**src/rtl/sm4_round_engine_pkg.sv**
```systemverilog
// Shared SM4 constants, FSM state encoding and S-box.
// Also used by the key-expansion block.
package sm4_round_engine_pkg;

  localparam int SM4_ROUNDS  = 32;
  localparam int SM4_BLOCK_W = 128;
  localparam int SM4_WORD_W  = 32;

  typedef enum logic [1:0] {
    ST_IDLE = 2'd0,
    ST_RUN  = 2'd1,
    ST_DONE = 2'd2
  } sm4_state_e;

  // Element 0 is the leftmost byte of the concatenation.
  localparam logic [0:255][7:0] SM4_SBOX = {
    128'hd690e9fecce13db716b614c228fb2c05,
    128'h2b679a762abe04c3aa44132649860699,
    128'h9c4250f491ef987a33540b43edcfac62,
    128'he4b31ca9c908e89580df94fa758f3fa6,
    128'h4707a7fcf37317ba83593c19e6854fa8,
    128'h686b81b27164da8bf8eb0f4b70569d35,
    128'h1e240e5e6358d1a225227c3b01217887,
    128'hd40046579fd327524c3602e7a0c4c89e,
    128'heabf8ad240c738b5a3f7f2cef96115a1,
    128'he0ae5da49b341a55ad933230f58cb1e3,
    128'h1df6e22e8266ca60c02923ab0d534e6f,
    128'hd5db3745defd8e2f03ff6a726d6c5b51,
    128'h8d1baf92bbddbc7f11d95c411f105ad8,
    128'h0ac13188a5cd7bbd2d74d012b8e5b4b0,
    128'h8969974a0c96777e65b9f109c56ec684,
    128'h18f07dec3adc4d2079ee5f3ed7cb3948
  };

endpackage

```
**src/rtl/sm4_round_engine_transform.sv**
```systemverilog
// Combinational SM4 round transform T = L(tau(x)) for the data path.
module transform_for_encdec
  import sm4_round_engine_pkg::*;
(
  input  logic [SM4_WORD_W-1:0] x_i,
  output logic [SM4_WORD_W-1:0] y_o
);

  logic [SM4_WORD_W-1:0] b;

  always_comb begin
    b = '0;
    for (int i = 0; i < 4; i++) begin
      b[8*i +: 8] = SM4_SBOX[x_i[8*i +: 8]];
    end
  end

  // Linear diffusion: b ^ b<<<2 ^ b<<<10 ^ b<<<18 ^ b<<<24
  assign y_o = b
             ^ {b[29:0], b[31:30]}
             ^ {b[21:0], b[31:22]}
             ^ {b[13:0], b[31:14]}
             ^ {b[7:0],  b[31:8]};

endmodule

```
**src/rtl/sm4_round_engine.sv**
```systemverilog
// Iterative SM4 encrypt/decrypt engine: one round per clock on the X0..X3 state,
// round keys fetched combinationally from the external key store via rk_addr.
module sm4_round_engine
  import sm4_round_engine_pkg::*;
#(
  parameter int ROUNDS = SM4_ROUNDS,
  parameter int CNT_W  = 5
) (
  input  logic                   clk,
  input  logic                   rst,
  input  logic                   in_valid,
  output logic                   in_ready,
  input  logic                   decrypt,
  input  logic [SM4_BLOCK_W-1:0] data_in,
  input  logic                   rk_valid,
  output logic [CNT_W-1:0]       rk_addr,
  input  logic [SM4_WORD_W-1:0]  rk_data,
  output logic                   out_valid,
  input  logic                   out_ready,
  output logic [SM4_BLOCK_W-1:0] data_out,
  output sm4_state_e             dbg_state
);

  localparam logic [CNT_W-1:0] LAST_CNT = CNT_W'(ROUNDS - 1);

  sm4_state_e            state_q, state_d;
  logic [CNT_W-1:0]      cnt_q, cnt_d;
  logic                  dec_q, dec_d;
  logic [SM4_WORD_W-1:0] x0_q, x1_q, x2_q, x3_q;
  logic [SM4_WORD_W-1:0] x0_d, x1_d, x2_d, x3_d;
  logic [SM4_BLOCK_W-1:0] dout_q, dout_d;
  logic [SM4_WORD_W-1:0] t_in, t_out, x_new;

  assign t_in  = x1_q ^ x2_q ^ x3_q ^ rk_data;
  assign x_new = x0_q ^ t_out;

  transform_for_encdec u_t (
    .x_i (t_in),
    .y_o (t_out)
  );

  // Handshakes: a transfer happens on a rising edge where valid and ready are both
  // high; valid never depends on ready, and ready never depends on valid.
  always_comb begin
    state_d   = state_q;
    cnt_d     = cnt_q;
    dec_d     = dec_q;
    x0_d      = x0_q;
    x1_d      = x1_q;
    x2_d      = x2_q;
    x3_d      = x3_q;
    dout_d    = dout_q;
    in_ready  = 1'b0;
    out_valid = 1'b0;
    case (state_q)
      ST_IDLE: begin
        in_ready = rk_valid;
        if (in_valid && rk_valid) begin
          {x0_d, x1_d, x2_d, x3_d} = data_in;
          dec_d   = decrypt;
          cnt_d   = '0;
          state_d = ST_RUN;
        end
      end
      ST_RUN: begin
        {x0_d, x1_d, x2_d, x3_d} = {x1_q, x2_q, x3_q, x_new};
        if (cnt_q == LAST_CNT) begin
          // Output is the word-reversed final state {X35,X34,X33,X32}.
          dout_d  = {x_new, x3_q, x2_q, x1_q};
          cnt_d   = '0;
          state_d = ST_DONE;
        end else begin
          cnt_d = cnt_q + CNT_W'(1);
        end
      end
      ST_DONE: begin
        out_valid = 1'b1;
        if (out_ready) begin
          state_d = ST_IDLE;
        end
      end
      default: state_d = ST_IDLE;
    endcase
  end

  always_ff @(posedge clk or posedge rst) begin
    if (rst) begin
      state_q <= ST_IDLE;
      cnt_q   <= '0;
      dec_q   <= 1'b0;
      x0_q    <= '0;
      x1_q    <= '0;
      x2_q    <= '0;
      x3_q    <= '0;
      dout_q  <= '0;
    end else begin
      state_q <= state_d;
      cnt_q   <= cnt_d;
      dec_q   <= dec_d;
      x0_q    <= x0_d;
      x1_q    <= x1_d;
      x2_q    <= x2_d;
      x3_q    <= x3_d;
      dout_q  <= dout_d;
    end
  end

  // Decryption walks the same schedule backwards.
  assign rk_addr   = dec_q ? (LAST_CNT - cnt_q) : cnt_q;
  assign data_out  = dout_q;
  assign dbg_state = state_q;

endmodule

```
**config.mk**
```make
export PLATFORM = sky130hd
export DESIGN_NAME = sm4_round_engine
export DESIGN_NICKNAME = d
export VERILOG_FILES = /design/src/rtl/sm4_round_engine_pkg.sv /design/src/rtl/sm4_round_engine_transform.sv /design/src/rtl/sm4_round_engine.sv
export SDC_FILE = /design/constraint.sdc
export NUM_CORES = 2
export LEC_CHECK = 0
export BUFFER_PORTS_ARGS = -buffer_cell sky130_fd_sc_hd__buf_2
export CAP_MARGIN = 20
export CORE_ASPECT_RATIO = 1.2
export CORE_MARGIN = 8
export CORE_UTILIZATION = 35
export CTS_CLUSTER_SIZE = 8
export DETAILED_ROUTE_END_ITERATION = 7
export SLEW_MARGIN = 10
export SYNTH_ARGS = -nofsm -noshare
export SYNTH_HDL_FRONTEND = slang
export SYNTH_SLANG_ARGS = --single-unit
```
**constraint.sdc**
```tcl
create_clock -name clk -period 7.35 [get_ports clk]
set_input_delay 0.3675 -clock clk [delete_from_list [all_inputs] [get_ports clk]]
set_output_delay 0.3675 -clock clk [all_outputs]
set_load 0.05 [all_outputs]
```
Yosys cells after proc, flatten, opt, wreduce, memory -nomap -nowiden
Memories as Yosys holds them, arrays and structs flattened.
Cells that the tools add are included.

word-level totals
  ROM bits = 8192
  memories kept = 4
  input port bits = 166
  word-level logic and storage cells = 69
  register bits = 264

cells by class
  magnitude comparators = 4
  eq/ne operators = 6
  multiplexer cells = 26
  add/subtract/negate cells = 2
  bitwise gates (word level) = 12
  reduce and logical (&&, ||, !) cells = 7

memory list
  memory            words  bits a word  read ports  clocked after memory_dff  write ports  RTL line                          text
  (name not given)  256    8            1           0                         0            sm4_round_engine_transform.sv:14  b[8*i +: 8] = SM4_SBOX[x_i[8*i +: 8]];
  (name not given)  256    8            1           0                         0            sm4_round_engine_transform.sv:14
  (name not given)  256    8            1           0                         0            sm4_round_engine_transform.sv:14
  (name not given)  256    8            1           0                         0            sm4_round_engine_transform.sv:14

operators by type and width
  cell                 count
  $pmux 32 s2          4
  $xor 32x32->32       8
  $mux 32              4
  $mux 8               8
  $ge 9x9->1 const B   4
  $not 8->9            4
  $mux 5               3
  $pmux 5 s2           1
  $mux 2               3
  $ne 2x2->1 const B   3
  $pmux 2 s3           1
  $reduce_and 2->1     3
  $add 5x1->5 const B  1
  $eq 5x5->1 const B   1
  $sub 5x5->5 const A  1
  $reduce_and 3->1     1
  $eq 2x1->1 const B   1
  $eq 2x2->1 const B   1
  $logic_not 2->1      1
  $mux 1               2
  $reduce_bool 2->1    1
  $logic_and 1x1->1    1

Depth between registers and ports, before layout
  depth after elaboration = 13
  depth in mapped cells = 17
  depth with buffers taken out = 14

Hierarchy
From an unflattened synthesis, not the netlist that was laid out.

second synthesis, totals
  cell total of the unflattened synthesis = 3348
  area total of the unflattened synthesis = 27717.8 um^2

by module, submodules not included
  module                area each (um^2)  sequential area each (um^2)  cells an instance  instances
  transform_for_encdec  15285.9           0.0                          2347               1
  sm4_round_engine      12431.9           6606.3                       1001               1

Worst setup path before layout
No wires, ideal clock.

  path type = flip-flop to flip-flop
  start = register x2_q[9]
  end = register x3_q[18]
  setup time = 0.077 ns
  setup slack = 3.231 ns
  required time = 7.273 ns
  cell stages (with the launch flop) = 17
  data arrival time = 4.042 ns
  path buffers = 2
  period minus slack after synthesis = 4.119 ns
  path through = dfrtp_1 xnor2_1 xor2_1 clkbuf_1 inv_1 ha_1 clkbuf_1 nor2_1 nand2_1 and3_1 a31oi_1 o221a_2 a21oi_1 o21ai_0 xnor2_1 xnor3_1 a21oi_1

on the way
  longest elaborated chain between the ends = 12

ends and longest elaborated chain
  item                                       RTL line                          text
  start: declaration                         sm4_round_engine.sv:29            logic [SM4_WORD_W-1:0] x0_q, x1_q, x2_q, x3_q;
  start signal: assignment                   sm4_round_engine.sv:93            x2_q <= '0;
  start signal: assignment                   sm4_round_engine.sv:102           x2_q <= x2_d;
  $xor 32x32->32 (3 in a row)                sm4_round_engine.sv:34            assign t_in = x1_q ^ x2_q ^ x3_q ^ rk_data;
  $not 8->9 (implied by the code)            sm4_round_engine_transform.sv:14
  $mem_v2 256x8                              --
  $mux 8 (implied by the code) (2 in a row)  sm4_round_engine_transform.sv:14
  $xor 32x32->32                             sm4_round_engine_transform.sv:21  ^ {b[21:0], b[31:22]}
  $xor 32x32->32                             sm4_round_engine_transform.sv:22  ^ {b[13:0], b[31:14]}
  $xor 32x32->32                             sm4_round_engine_transform.sv:23  ^ {b[7:0], b[31:8]};
  $xor 32x32->32                             sm4_round_engine.sv:35            assign x_new = x0_q ^ t_out;
  $pmux 32 s2                                sm4_round_engine.sv:55            case (state_q)
  end signal: assignment                     sm4_round_engine.sv:94            x3_q <= '0;
  end signal: assignment                     sm4_round_engine.sv:103           x3_q <= x3_d;
  end: declaration                           sm4_round_engine.sv:29

Every way passes these cells. The select of a mux whose other input is x is not followed.
A chain may end at the register's enable or synchronous reset.

Worst setup path in the final report
  start = register x3_q[16]
  end = register x3_q[5]

on the way
  longest elaborated chain between the ends = 10

ends and longest elaborated chain
  item                                       RTL line
  $xor 32x32->32 (2 in a row)                sm4_round_engine.sv:34
  $not 8->9 (implied by the code)            sm4_round_engine_transform.sv:14
  $mem_v2 256x8                              --
  $mux 8 (implied by the code) (2 in a row)  sm4_round_engine_transform.sv:14
  $xor 32x32->32                             sm4_round_engine_transform.sv:22
  $xor 32x32->32                             sm4_round_engine_transform.sv:23
  $xor 32x32->32                             sm4_round_engine.sv:35
  $pmux 32 s2                                sm4_round_engine.sv:55

Every way passes these cells. The select of a mux whose other input is x is not followed.

==> summary.txt <==
Yosys
  – Top-count cell post-synth: nand2_1
  – EDFF count, synth: 0
  – Leading post-synthesis cells by instance count: nand2_1, o21ai_0, dfrtp_1
  – Share of flip-flops with an asynchronous set or reset: 100%
  – Synthesized area: 26,900 um2
  – Top post-synthesis cells by area: dfrtp_1, mux2i_1, nand2_1
  – Yosys top cell by area: dfrtp_1
  – FF+latch count, synth: 264
  – Syn nets: 3,474
  – Distinct cells, synth: 97
  – Syn_area_per_cell: 8.24 um2
  – Ys Warns: 0
  – Area share of the largest cell type after synthesis: 24.5%
  – Seq/Total Area, Yosys: 24.5%
  – Synth Instances: 3,268
  – Top_reg_cell synth: dfrtp_1

Final layout
  – Multi-input logic area: 18,900 um2
  – Final net count: 3,566
  – Layout fillers: 7,844
  – Layout Area Growth over Synthesis: 12.4%
  – Layout cells sized above 1: 20.8%
  – Seq. cell area: 6610 um2

Drt
  – Antenna viol nets, final: 0
  – Routed wire length: 122,000 um
  – Vias/cell: 6.64
  – DR pass1 iterations: 7
  – Drc violations: 0
  – Per-cell routed wire length: 27.7 um
  – Total number of vias: 29,100
  – Drt first-iter violations: 5,221

Timing
  – Rel. slew slack: 19.2%
  – Tcrit/Tclk final: 78.8%
  – Slew @ Worst Pin: 1210 ps
  – Final Max Tran Viols: 0
  – Peak Freq: 173 MHz
  – Finish-stage setup viols: 0
  – RSZ-0062 raised after global routing: no
  – Hold Worst Slack: 29.6 ps
  – Final hold violations: 0
  – Setup TNS Final: 0 ps
  – Fin crit period: 5790 ps
  – Layout Skew: 22.6 ps

Die
  – Starting Density: 35.3%
  – Die height: 320 um
  – Die width: 269 um
  – I/O pin count: 303
  – Core box area: 76,400 um2
  – Die Footprint: 86,200 um2
  – # rows: 111

Placement
  – RePlAce Congestion: 1.04
  – DP HPWL: 84,400 um
  – I/O Buffers: 302

Clock tree
  – Clk buf depth: 3
  – Num CTS Buffers: 41
  – Clock Latency Late Sink: 580 ps
  – Clock sinks: 264
  – Clock root buffer: clkbuf_16
  – CTS clk-pin slew, worst paths: 50 ps
  – CTS HTree Levels: 2
  – CTS tree: built

Global routing
  – First-pass GRT wire length: 183,000 um
  – Vias in the first global route: 27,900
  – Initial antenna violation count: 2
  – Gr usage total: 26.6%
  – Largest net degree at the start of global routing: 199
  – GRT overflow: 0

Critical path
  – Crit Path Max Fanout: 22
  – CP startpoint kind: flip-flop
  – Crit path DAT: 6180 ps
  – Worst Setup End Kind: flip-flop
  – Required @ worst endpoint: 7740 ps
  – Setup Crit Path Kind: flip-flop to flip-flop

Status
  – Outcome: finished clean

Hold path
  – Worst hold path type: input port to flip-flop

Flow run
  – Max_cap viols: 0
==> final cells by class <==
class	count	share of cell area, %
Multi-Input combinational cell	2622	62.4
Clock buffer	46	3.51
Clock inverter	7	0.149
Inverter	38	0.483
Antenna cell	1	0.00826
Sequential cell	264	21.8
Tap cell	1017	4.20
Timing Repair Buffer	393	7.40
==> registers in the layout (all words and copies together), names as in the netlist <==
name	count
cnt_q	5
data_out	128
dbg_state	2
dec_q	1
x0_q	32
x1_q	32
x2_q	32
x3_q	32
==> repair_timing <==
action,CTS,global route
hold buffers,1,0
buffers inserted,0,0
hold endpoints to repair,37,0
resized for setup,0,0
==> final timing paths <==
| check | start | endpoint | slack [ps] | depth (start not counted) |
|---|---|---|---|---|
| hold / removal | decrypt | dec_q | 30 | 2 |
| setup / recovery | x3_q[16] | x3_q[5] | 1560 | 15 |
| hold reg to reg | data_out[117] | data_out[117] | 480 | 2 |
| min in group asynchronous | rst | x1_q[6] | 530 | 3 |
| max in group asynchronous | rst | data_out[25] | 4940 | 5 |
| setup reg to reg | x3_q[16] | x3_q[5] | 1560 | 15 |
==> routing by layer <==
layer  vias up  GRT usage (%)  routed length [um]
li1      12400              -                   -
met1     13700           33.4               45400
met2      2371           41.3               53100
met3       585           7.09               14400
met4         2           14.7                8730
met5         -              0                   8
==> worst max-delay path, stage by stage, from the launching register on <==
cell	delay [ps]
dfrtp_1	470
xnor2_1	190
xnor2_2	410
buf_4	290
inv_1	320
ha_1	670
or2_2	500
mux4_2	480
nand2_1	80
o31ai_1	100
a221oi_1	580
o32ai_2	330
xor2_2	350
xnor2_1	140
xnor2_1	530
a21oi_1	140
==> cells by family (layout without fill, tap and decap cells) <==
logic type,count (synthesis),in the layout,share of synthesized area (%)
buffers and inverters,382,484,6.72
other,0,1,0
adders and majority gates,40,40,1.86
and+or+nand+nor,910,910,14.8
xor gates and xnor gates,247,247,9.63
muxes,297,297,13.3
DFF,264,264,24.5
AOI/OAI and AO/OA,1128,1128,29.2
==> cell usage in the layout (no fill, tap or decap), types with 30 or more instances in the layout <==
cell type	synthesis	layout
clkbuf_16	0	41
o211ai_1	68	68
o21ai_1	30	30
xor2_1	83	72
nor2_1	234	234
mux2i_1	154	154
nand2_1	385	385
a221oi_1	39	39
ha_1	40	40
a311oi_1	41	41
a31oi_1	60	60
mux4_2	37	37
buf_4	21	87
xnor2_1	119	104
nand3_1	99	98
o311ai_0	35	35
nor3_1	57	57
a211oi_1	84	84
o221ai_1	32	32
buf_2	83	302
a21oi_1	180	180
dfrtp_1	264	264
mux2_2	105	105
o21ai_0	272	272
==> stage by stage <==
stage / setup WS, ps / instance area (um2) / instances / util, %
3_5_place_dp: 1720 / 29200 / 4333 / 38.2
3_3_place_gp: 1750 / 29100 / 4332 / 38.2
4_1_cts: 1740 / 30300 / 4387 / 39.7
5_1_grt: 1390 / 30300 / 4388 / 39.7
6_report: 1560 / 30300 / 4388 / 39.7
2_1_floorplan: 3230 / 26900 / 3268 / -
Power is not shown: default switching activity piles up to over one toggle a cycle in this logic, so the estimate is an artifact.
